**config.mk**
```make
export PLATFORM = sky130hd
export DESIGN_NAME = instr_issuer
export DESIGN_NICKNAME = d
export VERILOG_FILES = /design/src/rtl/instr_issuer.sv
export SDC_FILE = /design/constraint.sdc
export NUM_CORES = 1
export LEC_CHECK = 0
export ABC_AREA = 1
export BUFFER_PORTS_ARGS = -buffer_cell sky130_fd_sc_hd__clkbuf_2
export CELL_PAD_IN_SITES_DETAIL_PLACEMENT = 1
export CELL_PAD_IN_SITES_GLOBAL_PLACEMENT = 1
export CORE_UTILIZATION = 39
export DETAILED_ROUTE_END_ITERATION = 8
export GPL_TIMING_DRIVEN = 0
export PLACE_DENSITY = 0.72
export SLEW_MARGIN = 30
export SYNTH_ARGS = -nofsm -noshare
export SYNTH_HDL_FRONTEND = slang
export SYNTH_SLANG_ARGS = --single-unit
```
**constraint.sdc**
```tcl
create_clock -name Clock -period 1.8 [get_ports Clock]
set_input_delay 0.09 -clock Clock [delete_from_list [all_inputs] [get_ports Clock]]
set_output_delay 0.09 -clock Clock [all_outputs]
set_load 0.05 [all_outputs]
```
**src/rtl/instr_issuer.sv**
```systemverilog
// issue_fifo: small circular queue holding issuer entries, occupancy kept as a registered level.
// Latency: a pushed entry reaches the head one cycle after the push edge; no write-to-read bypass.
// Backpressure: push_rdy = ~full; a full queue refuses a push even when a pop happens that cycle.
module issue_fifo #(
   parameter int DEPTH = 4,
   parameter int W     = 10
) (
   input  logic                   clock,
   input  logic                   Resetn,
   input  logic                   push_vld,
   output logic                   push_rdy,
   input  logic [W-1:0]           push_dat,
   input  logic                   pop_vld,
   output logic [W-1:0]           head_dat,
   output logic                   empty,
   output logic [$clog2(DEPTH):0] level
);
   localparam int AW = $clog2(DEPTH);
   localparam logic [AW:0] FULL_LVL = (AW+1)'(DEPTH);

   logic [W-1:0]  mem [DEPTH];
   logic [AW-1:0] wr_ptr;
   logic [AW-1:0] rd_ptr;
   logic          push;
   logic          pop;

   assign push_rdy = (level != FULL_LVL);
   assign empty    = (level == '0);
   assign push     = push_vld & push_rdy;
   assign pop      = pop_vld & ~empty;
   assign head_dat = mem[rd_ptr];

   // Pointers wrap naturally because DEPTH is a power of two; level tracks push/pop balance.
   always_ff @(posedge clock or negedge Resetn) begin
      if (!Resetn) begin
         wr_ptr <= '0;
         rd_ptr <= '0;
         level  <= '0;
      end else begin
         if (push) wr_ptr <= wr_ptr + 1'b1;
         if (pop)  rd_ptr <= rd_ptr + 1'b1;
         case ({push, pop})
            2'b10:   level <= level + 1'b1;
            2'b01:   level <= level - 1'b1;
            default: level <= level;
         endcase
      end
   end

   // Storage is deliberately left unreset; only the pointers define what is valid.
   always_ff @(posedge clock) begin
      if (push) mem[wr_ptr] <= push_dat;
   end
endmodule

// instr_issuer: queues host instructions and strobes them into the bus processor at T0.
// Latency: w is asserted 1..4 cycles after a push (first T0 with a non-empty queue); Data/Busy registered.
// Backpressure: InReady = ~full; a full queue refuses pushes even on the cycle an entry is issued.
// Build option INSTR_ISSUER_STEP_EN adds a Step input; each Step rising edge permits one issue.
module instr_issuer #(
   parameter int DEPTH = 4,
   parameter int DW    = 4
) (
   input  logic                   Clock,
   input  logic                   Resetn,
   input  logic                   InValid,
   output logic                   InReady,
   input  logic [1:0]             InF,
   input  logic [1:0]             InRx,
   input  logic [1:0]             InRy,
   input  logic [DW-1:0]          InData,
   input  logic [1:0]             Count,
   output logic                   w,
   output logic [1:0]             F,
   output logic [1:0]             Rx,
   output logic [1:0]             Ry,
   output logic [DW-1:0]          Data,
   output logic                   Busy,
   output logic                   Issued,
   output logic                   Abort,
   output logic [$clog2(DEPTH):0] Level
`ifdef INSTR_ISSUER_STEP_EN
   ,
   input  logic                   Step
`endif
);
   typedef struct packed {
      logic [1:0]    f;
      logic [1:0]    rx;
      logic [1:0]    ry;
      logic [DW-1:0] data;
   } entry_t;

   typedef enum logic {IDLE, EXEC} state_t;

   state_t        state;
   state_t        state_nxt;
   entry_t        in_entry;
   entry_t        head;
   logic          empty;
   logic          issue;
   logic          issue_ok;
   logic [DW-1:0] data_hold;
   logic [1:0]    cur_f;
   logic          unused_cur_f;

   assign in_entry = '{f: InF, rx: InRx, ry: InRy, data: InData};

   issue_fifo #(
      .DEPTH (DEPTH),
      .W     ($bits(entry_t))
   ) u_fifo (
      .clock    (Clock),
      .Resetn   (Resetn),
      .push_vld (InValid),
      .push_rdy (InReady),
      .push_dat (in_entry),
      .pop_vld  (issue),
      .head_dat (head),
      .empty    (empty),
      .level    (Level)
   );

`ifdef INSTR_ISSUER_STEP_EN
   logic step_q;
   logic step_arm;

   // Rising edge of Step arms a single issue; the issue itself disarms unless a new edge lands.
   always_ff @(posedge Clock or negedge Resetn) begin
      if (!Resetn) begin
         step_q   <= 1'b0;
         step_arm <= 1'b0;
      end else begin
         step_q <= Step;
         if (Step && !step_q) step_arm <= 1'b1;
         else if (issue)      step_arm <= 1'b0;
      end
   end

   assign issue_ok = step_arm;
`else
   assign issue_ok = 1'b1;
`endif

   // Issue decision and abort detection; instruction fields are only driven during the strobe.
   always_comb begin
      state_nxt = state;
      issue     = 1'b0;
      w         = 1'b0;
      Issued    = 1'b0;
      Abort     = 1'b0;
      F         = 2'b00;
      Rx        = 2'b00;
      Ry        = 2'b00;
      case (state)
         IDLE: begin
            if (Count == 2'b00 && !empty && issue_ok) begin
               issue     = 1'b1;
               w         = 1'b1;
               Issued    = 1'b1;
               F         = head.f;
               Rx        = head.rx;
               Ry        = head.ry;
               state_nxt = EXEC;
            end
         end
         EXEC: begin
            // Counter back at T0 mid-instruction means the processor was reset under us.
            if (Count == 2'b00) begin
               Abort     = 1'b1;
               state_nxt = IDLE;
            end else if (Count == 2'b11) begin
               state_nxt = IDLE;
            end
         end
         default: state_nxt = IDLE;
      endcase
   end

   // State register plus the immediate/opcode of the instruction in flight, captured at issue.
   always_ff @(posedge Clock or negedge Resetn) begin
      if (!Resetn) begin
         state     <= IDLE;
         data_hold <= '0;
         cur_f     <= 2'b00;
      end else begin
         state <= state_nxt;
         if (issue) begin
            data_hold <= head.data;
            cur_f     <= head.f;
         end
      end
   end

   // Opcode of the in-flight instruction is kept for debug visibility only.
   assign unused_cur_f = ^cur_f;

   assign Data = data_hold;
   assign Busy = (state == EXEC);
endmodule

```
==> impl_results.md, run 1 <==
* Top FF cell, synth: edfxtp_1
* Pwr dens at around 1600 mW/mm^2
* Number of global-route vias before repair at between 1500 and 2000
* First-pass GRT wire length at between 8 and 9 mm
* Seq/Total Area, Yosys at 0.6366
* Post-synth EDFFs at 40
* FF-to-FF setup slack at 70 ps
* Post-Place Cells at approximately 340
* Slew Limit Fails at 0
* Diodes inserted at 0
* Async SR Flop Fraction at 0.2308
* CP required at just under 2000 ps
* Most numerous cell in the Yosys netlist: nand2_1
* GRT overflow at 0
* Syn_area_per_cell at about 10 um^2
* CTS tree: done
* Synth cell count leaders: 83 x nand2_1, 45 x inv_1, 40 x edfxtp_1
* CTS Root Buffer Type: clkbuf_8
* Top post-synthesis cells by area: edfxtp_1 51%, nand2_1 13%, dfrtp_1 13%
* Die area at around 0.0064 mm^2
* Peak Freq at around 0.58 GHz
* GR Util All Layers at 0.1731
* Initial antenna violation count at 0
* Logic pwr share at 0.462
* P_sw at approximately 2000 uW
* Critical path class: flip-flop to flip-flop
* Share of layout cells above drive strength 1 at 0.2817
* Via count at between 1500 and 2000
* Leak at between 0.001 and 0.0015 uW
* # IOs at 33
* Largest buffer count on any clock path at 2
* Worst setup EP type: flip-flop
* Number of max-cap violations at 0
* Sequential power share at 0.388
* Worst-Skew Late Latency at 300 ps
* Wire per inst at 13.93 um
* Starting Density at 0.4156
* Worst path arrival time at approximately 1900 ps
* Clock Sink Count at 52
* Total number of yosys warnings at 0
* Sw Ratio at 0.4361
* Post-layout min period at ~1700 ps
* Die W at roughly 80 um
* H-Tree Depth at 2
* RSZ-0062 raised after global routing: yes
* #FFs+latches synth at 52
* Layout net count at 305
* Site row count at 27
* Fin cells at about 360
* Post-route DRC at 0
* Synth top area share at 0.5093
* Setup-failing EPs final at 0
* Slew HR at 0.5738
* Die Y at roughly 80 um
* Post-DRT Antenna Nets at 0
* Final Hold Viols at 0
* Core area at ~0.0057 mm^2
* Yosys top cell by area: edfxtp_1
* Worst vdd ir at a little under 0.7 mV
* Hold crit path type: primary input to flip-flop
* Router iterations before antenna repair at 4
* Setup crit start kind: flip-flop
* Gate Count Post-Synth at about 230
* HPWL after detailed placement at between 3 and 4 mm
* Syn Std Cell Area at 0.002359 mm^2
* Final worst setup slack at between 60 and 70 ps
* Fillers at 660
* Clock network fraction of total power at 0.150
* Synth cell types at 20
* Area delta synth->final at 22.92%
* Num CTS Buffers at 5
* Net Count, Synth at around 260
* Internal Power at 2602 uW
* Port bufs at 32
* Post-Route WL at roughly 5 mm
* Gpl congestion at roughly 0.67
* Register clock-pin slew on the reported worst setup and hold paths at ~90 ps
* DR iter-0 viols at 73
* Skew final at roughly 5.7 ps
* Critical path fanouts, max at 3
* Outcome: completed
* Pre-CTS setup slack at -138.6 ps
* Largest net degree at the start of global routing at 17
* Layout Utilization at 0.5108
* Tcrit/Tclk final at 0.9637
* Via density at 4.618
* Worst slew pin tran at about 640 ps
## layout by cell type (no fill, tap or decap), drive strengths merged
cell type	netlist	final
xnor2	1	1
xor2	3	3
inv	46	46
nand2	84	84
a21oi	8	8
o21ai	2	2
fa	1	1
dlygate4sd3	0	5
ha	6	6
clkinvlp	0	2
buf	8	16
nor2	5	5
edfxtp	40	40
nand3	17	17
dfrtp	12	12
clkbuf	0	36
## cells by family after synthesis
family / after synthesis / share of synthesized area
AOI/OAI and AO/OA: 10 / 0.02281
xor gates and xnor gates: 4 / 0.01486
adders and majority gates: 7 / 0.04032
buffers and inverters: 54 / 0.1013
DFF: 52 / 0.6366
and+or+nand+nor: 106 / 0.1841
## metrics by stage
step	instance area [um^2]	total power, uW	hold WS (ps)	setup TNS (ps)
global placement	2675	3776	6.257	-2280
CTS	2828	4565	1.004	-409.5
global route	2899	4931	0.2230	-30.42
finish	2899	4615	7.048	0
floorplan	2425	3319	-205.6	-261.3
detailed placement	2680	3860	5.335	-1548
## power groups by stage
stage / clock, uW / combinational (uW) / sequential (uW)
after floorplan: 0 / 1240 / 2080
after global placement: 0 / 1960 / 1820
after detailed placement: 0 / 2030 / 1830
after CTS: 707 / 2060 / 1800
after global routing: 742 / 2360 / 1830
final: 691 / 2130 / 1790
## sequential cells by signal, indices dropped and copies added (netlist names)
signal and cells:
u_fifo.level 3, Busy 1, Data 4, u_fifo.mem 40, u_fifo.rd_ptr 2, u_fifo.wr_ptr 2
## repair_timing
action,in CTS,in global routing
pin swaps,1,3
hold buffers,4,1
hold endpoints to repair,24,4
resized for setup,1,13
setup buffers,1,5
setup endpoints to repair,22,8
## worst max-delay path: stages (launching register included)
cell and delay (ps):
dfrtp_2 410, nor2_4 60, buf_4 140, a21oi_4 170
ha_4 170, inv_2 40, fa_2 330, nand2_1 70
nand3_1 80, xor2_1 140
## worst paths after layout
path	from	end	cells past startpoint
worst max-delay path	u_fifo.level[0]	u_fifo.level[2]	9
worst min-delay path	InRy[1]	u_fifo.mem[3][5]	1
worst max register to register	u_fifo.level[0]	u_fifo.level[2]	9
worst min register to register	Data[3]	Data[3]	2
max in group asynchronous	Resetn	u_fifo.level[0]	2
min in group asynchronous	Resetn	Data[3]	2
## area by class of cell
class	instances	area [um^2]	area share
inverter	46	172.7	0.05956
sequential	52	1506	0.5196
timing repair buffer	43	265.3	0.09150
multi-input combinational	127	700.7	0.2417
tap	72	90.09	0.03107
buffer	8	66.31	0.02287
clock inverter	2	15.01	0.005179
clock buffer	6	82.58	0.02849
## routing by layer
layer  wire length (um)  GRT usage  up-vias
li1                   -          -      817
met1               2228     0.2104      805
met3                 98    0.02400        4
met5                  0          0        -
met2               2588     0.3128       18
met4                 43    0.05893        0
No activity file was read; power rests on OpenSTA's default activity.
==> run 2: changes to the inputs <==
--- a/config.mk
+++ b/config.mk
@@ -6,13 +6,14 @@
 export NUM_CORES = 1
 export LEC_CHECK = 0
 export ABC_AREA = 1
+export ABC_CLOCK_PERIOD_IN_PS = 1650
 export BUFFER_PORTS_ARGS = -buffer_cell sky130_fd_sc_hd__clkbuf_2
 export CELL_PAD_IN_SITES_DETAIL_PLACEMENT = 1
 export CELL_PAD_IN_SITES_GLOBAL_PLACEMENT = 1
-export CORE_UTILIZATION = 39
+export CORE_UTILIZATION = 44
 export DETAILED_ROUTE_END_ITERATION = 8
 export GPL_TIMING_DRIVEN = 0
-export PLACE_DENSITY = 0.72
+export PLACE_DENSITY = 0.77
 export SLEW_MARGIN = 30
 export SYNTH_ARGS = -nofsm -noshare
 export SYNTH_HDL_FRONTEND = slang
==> constraint.sdc (replaced) <==
create_clock -name Clock -period 1.65 [get_ports Clock]
set_input_delay 0.0825 -clock Clock [delete_from_list [all_inputs] [get_ports Clock]]
set_output_delay 0.0825 -clock Clock [all_outputs]
set_load 0.02 [all_outputs]
==> run 2 against run 1 <==
- the run now ends with negative setup slack left
- power rose by 3.1%
- maximum frequency rose by 1.5%
- setup slack got worse by 120 ps
- sequential power rose by 8%
- via count rose by 0.43%
- clock skew rose by 6.6 ps
- critical path type unchanged
- largest cell class unchanged
- highest routed layer unchanged
==> impl_results.md, run 2 (synthesized netlist as in run 1, its figures left out) <==
* Outcome: complete, but fails checks
* Violated checks: negative setup slack
* FF-to-FF End: u_fifo.level[2]
* Worst setup EP type: flip-flop
* Largest net degree at the start of global routing at 17 (unchanged)
* Die W at 75.22 um (-5.7%)
* First-pass GRT wire length at 8.073 mm (+0.44%)
* Critical path class: flip-flop to flip-flop
* Wire per inst at 14.27 um (+2.4%)
* Num CTS Buffers at 5 (unchanged)
* Multi-input gate area at 701.9 um^2 (+0.18%)
* Setup-failing EPs final at 1 (+1)
* Share of layout cells above drive strength 1 at 0.2683 (-0.01340)
* Most common cell after layout, fill and taps aside: nand2_1
* Register clock-pin slew on the reported worst setup and hold paths at 100 ps (about the same)
* Peak Freq at 0.5854 GHz (+1.5%)
* Port bufs at 32 (unchanged)
* Final worst setup slack at -58.27 ps (-123.7 ps)
* CP startpoint: u_fifo.level[0]
* Post-DRT Antenna Nets at 0 (unchanged)
* Die area at 0.005657 mm^2 (-11%)
* Core area at 0.005140 mm^2 (-9.4%)
* Hold crit path type: primary input to flip-flop
* Post-route DRC at 0 (unchanged)
* Layout Utilization at 0.5699 (+0.05906)
* RSZ-0062 raised after global routing: yes
* Worst slew pin tran at 400.2 ps (-238.4 ps)
* Leak at 0.001383 uW (+1.3%)
* Final instance area at 0.002929 mm^2 (+1.0%)
* H-Tree Depth at 2 (unchanged)
* Largest register FFs at 40 (unchanged)
* Pwr Total at 4756 uW (+3.1%)
* Tcrit/Tclk final at 1.035 (+0.07166)
* Skew final at 12.32 ps (+6.621 ps)
* Final Hold Viols at 0 (unchanged)
* Placed cell areas at 0.002651 mm^2 (-1.1%)
* # IOs at 33 (unchanged)
* Post-layout min period at 1708 ps (-26.32 ps)
* Critical path fanouts, max at 3 (unchanged)
* Die Y at 75.22 um (-5.7%)
* Router iterations before antenna repair at 4 (unchanged)
* Worst Hold Path Cells at 1 (unchanged)
* Flip-flop and latch area at 0.001508 mm^2 (about the same)
* CTS Root Buffer Type: clkbuf_8
* Min-delay src: InRy[0]
* GR Util All Layers at 0.2033 (+0.03017)
* Diodes inserted at 0 (unchanged)
* Most frequent cells in the layout: 81 x nand2_1, 42 x inv_1, 40 x edfxtp_1
* Hold endpoint: u_fifo.mem[0][4]
* Pwr dens at 1624 mW/mm^2 (+2.0%)
* Area delta synth->final at 24.19%
* Reg with most FFs: u_fifo.mem
* Setup crit start kind: flip-flop
* Layout net count at 308 (+0.98%)
* CTS tree: done
* Starting Density at 0.4589 (+0.04330)
* Number of max-cap violations at 0 (unchanged)
* Initial antenna violation count at 0 (unchanged)
* GRT overflow at 0 (unchanged)
* Worst vdd ir at 0.7860 mV (+15%)
* Fillers at 618 (-6.4%)
* Number of global-route vias before repair at 1660 (+0.12%)
* Worst reg2reg path depth at 9 (unchanged)
* DR iter-0 viols at 45 (-38%)
* Worst-Skew Late Latency at 300 ps (about the same)
* Slew Limit Fails at 0 (unchanged)
* HPWL after detailed placement at 3.357 mm (-0.41%)
* Post-Route WL at 5.093 mm (+2.7%)
* Gpl congestion at 0.6725 (+0.79%)
* Worst path arrival time at 1890 ps (-30 ps)
* Site row count at 26 (-3.7%)
* Largest buffer count on any clock path at 2 (unchanged)
* Slew HR at 0.7326 (+0.1587)
* Clock Sink Count at 52 (unchanged)
* Via density at 4.625 (+0.14%)
* Origin of the critical flop-to-flop path: u_fifo.level[0]
* FF-to-FF setup slack at -60 ps (-120 ps)
* CP required at 1830 ps (-150 ps)
* Via count at 1651 (+0.43%)
## run 2: worst max-delay path, stage by stage, from the launching register on
cell and delay [ps]:
dfrtp_2 400, nor2_4 50, buf_6 120, a21oi_4 180, ha_4 160, inv_2 40
fa_2 350, nand2_1 80, nand3_1 80, xor2_1 140
## run 2: repair_timing
item,4_1_cts,5_1_grt
buffers inserted,5,2
hold buffers,6,1
setup endpoints to repair,32,38
pin swaps,1,7
endpoints found under the hold margin,32,3
gates resized for setup,5,21
## run 2: report_power, final
group | switching [uW] | internal (uW) | leakage (uW)
Clock | 418 | 302 | 0.0000414
Combinational | 1330 | 768 | 0.000835
Sequential | 159 | 1780 | 0.000507
Total | 1910 | 2850 | 0.00138
## run 2: through the flow
step	setup WS (ps)	cells	hold WS (ps)	setup TNS (ps)
after floorplan	-140.9	233	-213.1	-230.8
after global placement	-257.0	335	-10.89	-8942
after detailed placement	-244.0	335	-6.122	-4382
after CTS	-80.80	354	0.8973	-429.9
after global routing	-137.9	357	0.4632	-326.4
final	-58.27	357	4.356	-58.27
## run 2: final cells by class
cell class,instances,area share
Multi-Input combinational cell,127,0.2396
Buffer,8,0.02478
Timing Repair Buffer,46,0.1017
Clock buffer,6,0.02478
Clock inverter,2,0.005553
Sequential cell,52,0.5147
Tap cell,70,0.02990
Inverter,46,0.05895
## run 2: worst max-delay path by stage
stage	endpoint	slack [ps]	depth (start not counted)
final	u_fifo.level[2]	-60	9
after global routing	u_fifo.level[2]	-140	9
after CTS	u_fifo.level[2]	-80	10
after detailed placement	u_fifo.level[2]	-240	10
after global placement	u_fifo.mem[0][6]	-260	4
after floorplan	u_fifo.level[2]	-140	9
## run 2: routing by layer
layer | global-route usage | part of all wire | vias to the layer above
li1 | - | - | 826
met1 | 0.2553 | 0.43 | 801
met2 | 0.3634 | 0.54 | 19
met3 | 0.04418 | 0.021 | 5
met4 | 0.04321 | 0.0061 | 0
met5 | 0 | 0 | -
